[src/rtl/fpu_pkg.sv]
// Shared FPU definitions: operation encoding and IEEE-754 single-precision field sizes.
package fpu_pkg;

    typedef enum logic [3:0] {
        OP_ADD = 4'd0,
        OP_SUB = 4'd1,
        OP_MUL = 4'd2,
        OP_DIV = 4'd3
    } Operation_t;

    localparam int EXP_SIZE  = 8;
    localparam int MANT_SIZE = 23;
    localparam int BIAS      = 127;

endpackage

[src/rtl/fpu_timeout_counter.sv]
// Watchdog for the driver's FPU handshake states; expired fires on the TIMEOUT-th enabled cycle.
module fpu_timeout_counter #(
    parameter int TIMEOUT = 64
) (
    input  logic clock,
    input  logic reset,
    input  logic clear,
    input  logic enable,
    output logic expired
);

    localparam logic [15:0] LIMIT = 16'(TIMEOUT - 1);

    logic [15:0] cnt_q;

    always_ff @(posedge clock) begin
        if (!reset || clear) cnt_q <= '0;
        else if (enable)     cnt_q <= cnt_q + 16'd1;
    end

    assign expired = enable && (cnt_q == LIMIT);

endmodule

[src/rtl/fpu_driver.sv]
// Single-transaction bridge between a command/response stream and a handshaked FPU,
// with a watchdog that turns a stalled FPU into an error response.
import fpu_pkg::*;

module fpu_driver #(
    parameter int bitness = 32,
    parameter int TIMEOUT = 64
) (
    input  logic               clock,
    input  logic               reset,
    input  logic               cmd_valid,
    output logic               cmd_ready,
    input  logic [bitness-1:0] cmd_a,
    input  logic [bitness-1:0] cmd_b,
    input  logic [3:0]         cmd_op,
    output logic               fpu_input_rdy,
    input  logic               fpu_input_ack,
    output logic [bitness-1:0] fpu_data_a,
    output logic [bitness-1:0] fpu_data_b,
    output logic [3:0]         fpu_operation,
    input  logic               fpu_output_rdy,
    output logic               fpu_output_ack,
    input  logic [bitness-1:0] fpu_result,
    output logic               rsp_valid,
    input  logic               rsp_ready,
    output logic [bitness-1:0] rsp_result,
    output logic               rsp_error,
    output logic [15:0]        done_count
);

    localparam logic [2:0] S_IDLE    = 3'd0;
    localparam logic [2:0] S_ISSUE   = 3'd1;
    localparam logic [2:0] S_WAIT    = 3'd2;
    localparam logic [2:0] S_ACK     = 3'd3;
    localparam logic [2:0] S_DELIVER = 3'd4;

    logic [2:0]         state_q, state_d;
    logic [bitness-1:0] a_q, a_d, b_q, b_d, result_q, result_d;
    Operation_t         op_q, op_d;
    logic               irdy_q, irdy_d, oack_q, oack_d;
    logic               vld_q, vld_d, err_q, err_d;
    logic [15:0]        done_q, done_d;

    logic wd_busy, wd_clear, wd_expired;

    // Watchdog restarts on every entry into ISSUE or WAIT_RESULT
    assign wd_busy  = (state_q == S_ISSUE) || (state_q == S_WAIT);
    assign wd_clear = !wd_busy || (state_d != state_q);

    fpu_timeout_counter #(.TIMEOUT(TIMEOUT)) u_wd (
        .clock   (clock),
        .reset   (reset),
        .clear   (wd_clear),
        .enable  (wd_busy),
        .expired (wd_expired)
    );

    always_comb begin
        state_d  = state_q;
        a_d      = a_q;
        b_d      = b_q;
        op_d     = op_q;
        result_d = result_q;
        irdy_d   = irdy_q;
        oack_d   = oack_q;
        vld_d    = vld_q;
        err_d    = err_q;
        done_d   = done_q;
        case (state_q)
            S_IDLE: begin
                if (cmd_valid) begin
                    a_d     = cmd_a;
                    b_d     = cmd_b;
                    op_d    = Operation_t'(cmd_op);
                    irdy_d  = 1'b1;
                    state_d = S_ISSUE;
                end
            end
            S_ISSUE: begin
                if (fpu_input_ack) begin
                    irdy_d  = 1'b0;
                    state_d = S_WAIT;
                end else if (wd_expired) begin
                    irdy_d   = 1'b0;
                    result_d = '0;
                    err_d    = 1'b1;
                    vld_d    = 1'b1;
                    state_d  = S_DELIVER;
                end
            end
            S_WAIT: begin
                if (fpu_output_rdy) begin
                    result_d = fpu_result;
                    oack_d   = 1'b1;
                    state_d  = S_ACK;
                end else if (wd_expired) begin
                    result_d = '0;
                    err_d    = 1'b1;
                    vld_d    = 1'b1;
                    state_d  = S_DELIVER;
                end
            end
            S_ACK: begin
                oack_d  = 1'b0;
                vld_d   = 1'b1;
                err_d   = 1'b0;
                done_d  = done_q + 16'd1;
                state_d = S_DELIVER;
            end
            S_DELIVER: begin
                if (rsp_ready) begin
                    vld_d   = 1'b0;
                    state_d = S_IDLE;
                end
            end
            default: state_d = S_IDLE;
        endcase
    end

    always_ff @(posedge clock) begin
        if (!reset) begin
            state_q  <= S_IDLE;
            a_q      <= '0;
            b_q      <= '0;
            op_q     <= OP_ADD;
            result_q <= '0;
            irdy_q   <= 1'b0;
            oack_q   <= 1'b0;
            vld_q    <= 1'b0;
            err_q    <= 1'b0;
            done_q   <= '0;
        end else begin
            state_q  <= state_d;
            a_q      <= a_d;
            b_q      <= b_d;
            op_q     <= op_d;
            result_q <= result_d;
            irdy_q   <= irdy_d;
            oack_q   <= oack_d;
            vld_q    <= vld_d;
            err_q    <= err_d;
            done_q   <= done_d;
        end
    end

    assign cmd_ready      = (state_q == S_IDLE);
    assign fpu_input_rdy  = irdy_q;
    assign fpu_data_a     = a_q;
    assign fpu_data_b     = b_q;
    assign fpu_operation  = op_q;
    assign fpu_output_ack = oack_q;
    assign rsp_valid      = vld_q;
    assign rsp_result     = result_q;
    assign rsp_error      = err_q;
    assign done_count     = done_q;

endmodule
[config.mk]
export PLATFORM = sky130hd
export DESIGN_NAME = fpu_driver
export DESIGN_NICKNAME = d
export VERILOG_FILES = /design/src/rtl/fpu_pkg.sv /design/src/rtl/fpu_timeout_counter.sv /design/src/rtl/fpu_driver.sv
export SDC_FILE = /design/constraint.sdc
export NUM_CORES = 1
export LEC_CHECK = 0
export CELL_PAD_IN_SITES_DETAIL_PLACEMENT = 0
export CELL_PAD_IN_SITES_GLOBAL_PLACEMENT = 2
export CORE_ASPECT_RATIO = 1.25
export CORE_MARGIN = 5
export CORE_UTILIZATION = 27
export DETAILED_ROUTE_END_ITERATION = 7
export PLACE_DENSITY_LB_ADDON = 0.15
export SLEW_MARGIN = 40
export SYNTH_ARGS = -nofsm -noshare
export SYNTH_HDL_FRONTEND = slang
export SYNTH_SLANG_ARGS = --single-unit
[constraint.sdc]
create_clock -name clock -period 2.9 [get_ports clock]
set_input_delay 0.58 -clock clock [delete_from_list [all_inputs] [get_ports clock]]
set_output_delay 0.58 -clock clock [all_outputs]
set_load 0.01 [all_outputs]
======== Yosys cells after proc, flatten, opt, wreduce, memory -nomap -nowiden ========
Index checks and enable logic that the tools add are counted.
word-level totals
  input port bits ......................... 106
  bits in registers ....................... 139
  output and inout bits ................... 121
  logic and storage cells ................. 68
cells by class
  add/subtract/negate cells ............... 2
  muxes and demuxes ....................... 25
  equality and inequality tests ........... 12
  reductions and logical operators ........ 18
operators by type and width
  cell                   number
  $mux 32                3
  $pmux 32 s2            1
  $add 16x1->16 const B  2
  $eq 16x6->1 const B    1
  $mux 3                 5
  $pmux 3 s5             1
  $mux 1                 11
  $ne 2x2->1 const B     5
  $eq 3x2->1 const B     2
  $reduce_and 2->1       3
  $reduce_and 3->1       2
  $reduce_bool 2->1      3
  $pmux 1 s2             2
  $pmux 1 s4             1
  $reduce_and 4->1       1
  $reduce_bool 4->1      1
  $eq 3x1->1 const B     1
  $eq 3x3->1 const B     1
  $logic_not 3->1        1
  $logic_or 1x1->1       3
  $ne 3x2->1 const B     1
  $ne 3x3->1             1
  $pmux 1 s3             1
  $reduce_bool 3->1      1
  2 further kinds        3

======== Longest topological paths before layout ========
Gate-level depths: netlist (run 1).
  word-level depth ........................ 9
  mapped depth ............................ 8
  depth with buffers taken out ............ 6

======== By module ========
Synthesis (run 1) repeated with hierarchy kept, for this count alone.
unflattened totals
  cells, all modules ...................... 599
  area, all modules ....................... 5203.7 um^2
modules (own cells, without submodules)
  module               instances  cells an instance  area an instance (um^2)  sequential area each (um^2)
  fpu_driver           1          509                4421.7                   2462.4
  fpu_timeout_counter  1          90                 782.0                    320.3

======== Worst setup path after synthesis (run 1) ========
OpenSTA, ideal clock, no wires.
  kind .................................... input -> register
  start ................................... in fpu_input_ack
  end ..................................... reg u_wd.cnt_q[10]
  setup time .............................. 0.147 ns
  path buffers ............................ 1
  slack ................................... 1.061 ns
  data arrival time ....................... 1.692 ns
  stages .................................. 6
  required time ........................... 2.753 ns
  cell sequence ........................... or3b_1 o21ai_1 nor4b_4 a211o_4 buf_6 a211oi_2
on the way
  word-level cells in the longest chain between the ends .. 5
ends and longest elaborated chain
  what                  RTL line                   RTL
  from (decl)           fpu_driver.sv:17           input logic fpu_input_ack,
  $mux 3                fpu_driver.sv:80           if (fpu_input_ack) begin
  $pmux 3 s5            fpu_driver.sv:69           case (state_q)
  $ne 3x3->1            fpu_driver.sv:48           assign wd_clear = !wd_busy || (state_d != state_q);
  $logic_or 1x1->1      fpu_driver.sv:48
  $logic_or 1x1->1      fpu_timeout_counter.sv:17  if (!reset || clear) cnt_q <= '0;
  to (signal assigned)  fpu_timeout_counter.sv:18  else if (enable) cnt_q <= cnt_q + 16'd1;
  to (decl)             fpu_timeout_counter.sv:14  logic [15:0] cnt_q;
Every way passes these cells.
A chain may end at the register's enable or synchronous reset.

======== Worst setup path after layout (run 1) ========
  start ................................... reg state_q[0]
  end ..................................... out cmd_ready
on the way
  word-level cells in the longest chain between the ends .. 1
ends and longest elaborated chain
  what                    RTL line           RTL
  from (decl)             fpu_driver.sv:37   logic [2:0] state_q, state_d;
  from (signal assigned)  fpu_driver.sv:133  state_q <= state_d;
  $logic_not 3->1         fpu_driver.sv:146  assign cmd_ready = (state_q == S_IDLE);
  to (decl)               fpu_driver.sv:12   output logic cmd_ready,
Every way passes these cells.

==> results.py, run 1 <==
metrics = {
    "outcome": {
        "status": "completed",
    },
    "floorplan": {
        "dieHeight_um": 171,
        "rows": 58,
        "ios": 227,
        "start_util_pct": 27.5,
        "core_area_sq_um": 20200,
        "die_x_um": 138,
        "die_area_sq_um": 23600,
    },
    "layout": {
        "fill_cells": 1958,
        "drive_above_1_share_pct": 8.05,
        "area_delta_synth_final_pct": 55.7,
        "num-nets-final": 915,
        "antennaDiodeCount": 0,
        "fin_util_pct": 42.8,
        "fin_area_sq_um": 8670,
    },
    "route": {
        "drt-total-wl_um": 16700,
        "ant_nets": 0,
        "vias": 4872,
        "drt_iter0_drc": 173,
        "via_per_inst": 4.47,
        "dr.pass1.iters": 4,
        "wire_per_inst_um": 15.3,
        "drcViolationCount": 0,
    },
    "clocking": {
        "hold_buffers": 0,
        "clock_sinks": 139,
        "cts.path.max_buffers": 2,
        "ctsResizeCount": 0,
        "cts_tree": "built",
        "cts_made_buffers": 17,
        "post-cts-setup-buffers": 0,
        "h-tree-depth": 4,
        "cts_root_buffer": "clkbuf_16",
        "clock_latency_ns": 0.42,
        "clk_pin_slew_ns": 0.06,
    },
    "sta": {
        "fin_crit_sh_pct": 80.1,
        "maxSlewHeadroom_pct": 58.9,
        "worstMarginPinSlew_ns": 0.614,
        "fin_tns_setup_ns": 0,
        "drv_slew": 0,
        "setup_viol": 0,
        "max_freq_ghz": 0.430,
        "hold_violations": 0,
        "min_period_ns": 2.32,
        "rsz0062_at_grt": "false",
        "fin_worst_skew_ns": 0.00919,
    },
    "logic_synthesis": {
        "synth_nets": 701,
        "yosysWarnings": 0,
        "ys.flop_type": "dfxtp_1",
        "ys_types": 47,
        "syn_inst": 593,
        "ys_seq_area_share_pct": 50.0,
        "synth_edf_count": 0,
        "synth_top_area_share_pct": 50.0,
        "netlist_area_sq_um": 5570,
        "synth_area_per_cell_sq_um": 9.39,
        "synth.largest_area_cell": "dfxtp_1",
        "ys_ff_latch": 139,
        "yosys-top-cells-area": "dfxtp_1 (50%), nand2_1 (10%), a21boi_0 (9.6%)",
        "synthArstFlopShare_pct": 0,
    },
    "job": {
        "drv_cap": 0,
    },
    "critical_path": {
        "cp-start-kind": "register",
        "rr_startpoint": "u_wd.cnt_q[0]",
        "critPathArrivalTime_ns": 1.74,
        "critPathLaunch": "state_q[0]",
        "required_ns": 2.32,
        "r2r-end": "u_wd.cnt_q[0]",
        "crit_type": "register to primary output",
        "reg2regPathDepth": 6,
        "cp-endpoint": "cmd_ready",
        "crit_fanout": 12,
        "end_kind": "primary output",
        "r2r_slack_ns": 0.86,
    },
    "power_and_ir_drop": {
        "total_power_mw": 4.88,
        "leakage_nw": 3.17,
        "p_per_area_nw_per_um2": 564,
        "ir_drop_mv": 0.361,
    },
    "global_route": {
        "grt_overflow_total": 0,
        "grt_pass1_vias": 4852,
        "track_usage_pct": 13.8,
        "grt_max_degree": 70,
        "grt_pass1_wl_um": 26100,
        "antenna_found_initial": 0,
    },
    "min_path": {
        "hp-class": "register to register",
    },
    "place": {
        "placed_area_sq_um": 8070,
        "io_buffers": 226,
        "hpwlAfterDp_um": 12200,
        "gp_congestion": 0.756,
    },
}
==> how the worst min path moves through the flow <==
stage	start	endpoint	slack, ns	depth (start not counted)
final	u_wd.cnt_q[0]	u_wd.cnt_q[0]	0.46	1
after CTS	u_wd.cnt_q[0]	u_wd.cnt_q[0]	0.46	1
after floorplan	u_wd.cnt_q[0]	u_wd.cnt_q[0]	0.41	1
after global routing	fpu_data_a[15]	fpu_data_a[15]	0.49	2
after detailed placement	u_wd.cnt_q[0]	u_wd.cnt_q[0]	0.45	1
after global placement	u_wd.cnt_q[0]	u_wd.cnt_q[0]	0.43	1
==> layout make-up <==
type                       count  area (sq um)  area share, %
sequential                   139          2780           32.1
clock inverter                14           159           1.83
tap                          270           338           3.90
timing repair buffer         235          2350           27.1
clock buffer                  18           439           5.07
inverter                       7          26.3          0.303
multi-input combinational    407          2570           29.7
==> critical path, stage by stage (launching register included) <==
cell	delay [ns]
dfxtp_1	0.32
buf_4	0.18
nor3_1	0.23
clkdlybuf4s50_1	0.60
==> cell usage after synthesis (5+ instances only) <==
master,count
nor2_1,12
inv_1,7
and2_1,13
nand3_1,13
a21boi_0,71
nor3_1,7
nand4_1,8
o21ai_0,7
nand2_1,151
clkbuf_1,22
xnor2_1,19
a211oi_2,10
and3_1,5
or3_1,5
a22o_1,32
a211oi_1,6
xor2_1,9
buf_4,6
dfxtp_1,139
buf_2,7
==> flip-flops by register name (all words and copies together), names as in the netlist <==
name and cells:
rsp_valid 1, done_count 16, rsp_error 1, state_q 3, fpu_output_ack 1, u_wd.cnt_q 16
rsp_result 32, fpu_operation 4, fpu_data_b 32, fpu_data_a 32, fpu_input_rdy 1
==> cells by family after synthesis <==
| logic type | count (synthesis) | share of synthesized area, % |
|---|---|---|
| xor+xnor | 28 | 4.40 |
| buf+inv | 47 | 4.13 |
| fa+ha+maj | 2 | 0.449 |
| simple gates | 236 | 20.4 |
| mux | 2 | 0.359 |
| flops | 139 | 50.0 |
| compound gates | 139 | 20.3 |
==> power breakdown <==
group / switching [mW] / leakage (nW) / internal [mW]
Combinational: 0.294 / 1.74 / 0.354
Clock: 0.890 / 0.294 / 1.31
Sequential: 0.0426 / 1.13 / 1.99
==> layout by cell type (no fill, tap or decap), types with 8 or more instances in the layout <==
master,netlist,final
a211oi_2,10,10
clkbuf_16,0,17
nand4_1,8,8
nor2_1,12,12
xor2_1,9,9
clkdlybuf4s50_1,0,225
dfxtp_1,139,139
nand3_1,13,12
xnor2_1,19,19
a22o_1,32,32
nand2_1,151,151
a21boi_0,71,71
and2_1,13,13
==> per-stage QoR <==
step	setup WS [ns]	std cells	hold WS, ns
global route	0.483	1090	0.486
CTS	0.541	1090	0.464
floorplan	1.06	593	0.414
detailed placement	0.474	1058	0.455
finish	0.576	1090	0.457
global placement	0.479	1058	0.428
==> layer usage <==
layer,vias up,part of all wire (%),track usage (%)
met4,0,1.6,5.11
met2,131,52,24.3
met5,-,0,0
li1,2459,-,-
met3,15,6.1,4.58
met1,2267,40,15.7
(Power assumes the default switching activity.)
==> inputs of run 2 (changes only) <==
--- a/config.mk
+++ b/config.mk
@@ -9,7 +9,7 @@
 export CELL_PAD_IN_SITES_GLOBAL_PLACEMENT = 2
 export CORE_ASPECT_RATIO = 1.25
 export CORE_MARGIN = 5
-export CORE_UTILIZATION = 27
+export CORE_UTILIZATION = 25
 export DETAILED_ROUTE_END_ITERATION = 7
 export PLACE_DENSITY_LB_ADDON = 0.15
 export SLEW_MARGIN = 40
==> constraint.sdc (replaced) <==
create_clock -name clock -period 2.2 [get_ports clock]
set_input_delay 0.44 -clock clock [delete_from_list [all_inputs] [get_ports clock]]
set_output_delay 0.44 -clock clock [all_outputs]
set_load 0.01 [all_outputs]
==> run 2 against run 1 <==
Die area rose by 7.5%. Combinational power is 33% higher. Worst hold slack lost 0.0073 ns. Cell count is 2.1% higher. First-iteration DRC count increased by 15%. Core utilization shrank 3.0 points. Critical path depth up 4. Sequential share of layout area is 0.52 points lower. Via count rose by 2.4%. Wire length is 3.5% higher. Largest cell class unchanged.
==> results.py, run 2 (synthesis gave the netlist of run 1 again) <==
metrics = {
    "outcome": {
        "status": "completed",
    },
    "critical_path": {
        "path_buf_inv": 1,
        "critPathArrivalTime_ns": 2.23,
        "end_kind": "register",
        "path_cells": "ha_1 > nand4b_4 > nand2b_2 > buf_4 > nor4b_4 > a211o_4 > a211oi_1",
        "r2r_slack_ns": 0.24,
        "crit_fanout": 16,
        "crit_type": "register to register",
        "cpPeakStageDelay_ns": 0.36,
        "required_ns": 2.47,
        "cp-start-kind": "register",
        "cp_top_family": "simple AND/OR/NAND/NOR gates",
        "slowest_stage": "dfxtp_1",
    },
    "layout": {
        "mostFrequentLayoutCells": "clkdlybuf4s50_1 (224), nand2_1 (151), dfxtp_1 (139)",
        "num-nets-final": 925,
        "fin_util_pct": 39.8,
        "final_common_cell": "clkdlybuf4s50_1",
        "area_delta_synth_final_pct": 58.2,
        "fill_cells": 2206,
        "drive_above_1_share_pct": 9.16,
        "antennaDiodeCount": 0,
    },
    "route": {
        "via_per_inst": 4.48,
        "drcViolationCount": 0,
        "drt_iter0_drc": 199,
        "vias": 4991,
        "ant_nets": 0,
        "wire_per_inst_um": 15.5,
        "dr.pass1.iters": 4,
        "drt-total-wl_um": 17300,
    },
    "sta": {
        "fin_tns_setup_ns": 0,
        "setup_viol": 0,
        "maxSlewHeadroom_pct": 60.0,
        "fin_worst_skew_ns": 0.0103,
        "worstMarginPinSlew_ns": 0.598,
        "drv_slew": 0,
        "min_period_ns": 1.96,
        "fin_crit_sh_pct": 89.1,
        "rsz0062_at_grt": "false",
        "hold_violations": 0,
        "max_freq_ghz": 0.510,
    },
    "place": {
        "hpwlAfterDp_um": 12500,
        "io_buffers": 226,
        "gp_congestion": 0.766,
    },
    "clocking": {
        "cts_root_buffer": "clkbuf_16",
        "clock_sinks": 139,
        "h-tree-depth": 4,
        "cts_tree": "built",
        "clk_pin_slew_ns": 0.07,
        "post-cts-setup-buffers": 0,
        "cts.path.max_buffers": 2,
        "ctsResizeCount": 1,
        "clock_latency_ns": 0.42,
        "cts_made_buffers": 17,
        "hold_buffers": 0,
    },
    "floorplan": {
        "ios": 227,
        "die_x_um": 143,
        "rows": 61,
        "core_area_sq_um": 22100,
        "dieHeight_um": 177,
        "die_area_sq_um": 25400,
        "start_util_pct": 25.2,
    },
    "global_route": {
        "grt_pass1_vias": 5049,
        "antenna_found_initial": 1,
        "grt_overflow_total": 0,
        "grt_max_degree": 69,
        "met2_usage_pct": 23.6,
        "globalRouteMet3Util_pct": 4.32,
        "track_usage_pct": 13.6,
        "gr-max-usage-layer": "met2",
        "use_met1_pct": 15.8,
        "grt_pass1_wl_um": 27400,
    },
    "power_and_ir_drop": {
        "p_per_area_nw_per_um2": 752,
        "ir_drop_mv": 0.596,
        "leakage_nw": 3.24,
    },
    "job": {
        "drv_cap": 0,
    },
    "min_path": {
        "hp-class": "register to register",
    },
}
[run 2: changes by cell type in the layout (fill, tap and decap cells not counted)]
cell / change
clkinv_4: -1
clkinv_2: -2
dlygate4sd2_1: +1
inv_8: +2
clkbuf_8: -1
inv_6: +1
buf_4: +8
buf_12: +2
clkdlybuf4s50_1: -1
bufinv_16: +1
[run 2: area by class of cell]
cell class              instances  area [sq um]  share of cell area, %
flip-flops and latches        139          2780                   31.6
inverters                       7          26.3                  0.298
clock inverters                15           201                   2.29
repair buffers                245          2450                   27.8
multi-input cells             407          2570                   29.2
clock buffers                  17           425                   4.83
well taps                     283           354                   4.02
[run 2: metrics by stage]
step           hold WS (ns)  instance area (sq um)  instances  power, mW  setup WS (ns)
2_1_floorplan         0.414                   5570        593       3.10          0.417
3_3_place_gp          0.426                   8180       1081       3.61        0.00509
3_5_place_dp          0.444                   8190       1081       3.62       -0.00644
4_1_cts               0.453                   8810       1113       6.78          0.219
5_1_grt               0.465                   8810       1113       6.96         0.0928
6_report              0.449                   8810       1113       6.63          0.239
[run 2: worst paths after layout]
kind                                 endpoint           from  depth (start not counted)
worst min-delay path            u_wd.cnt_q[0]  u_wd.cnt_q[0]                          1
worst max register to register  u_wd.cnt_q[1]  u_wd.cnt_q[1]                          7
worst max-delay path            u_wd.cnt_q[1]  u_wd.cnt_q[1]                          7
worst min register to register  u_wd.cnt_q[0]  u_wd.cnt_q[0]                          1
[run 2: per-layer routing]
layer	up-vias	share of wire (%)
met5	-	0.064
met4	2	1.8
met3	21	7.0
met2	141	51
met1	2349	40
li1	2478	-
[run 2: where the power goes]
part / internal (mW) / switching (mW) / leakage, nW
Sequential: 2.63 / 0.0579 / 1.13
Clock: 1.84 / 1.25 / 0.306
Combinational: 0.471 / 0.387 / 1.80
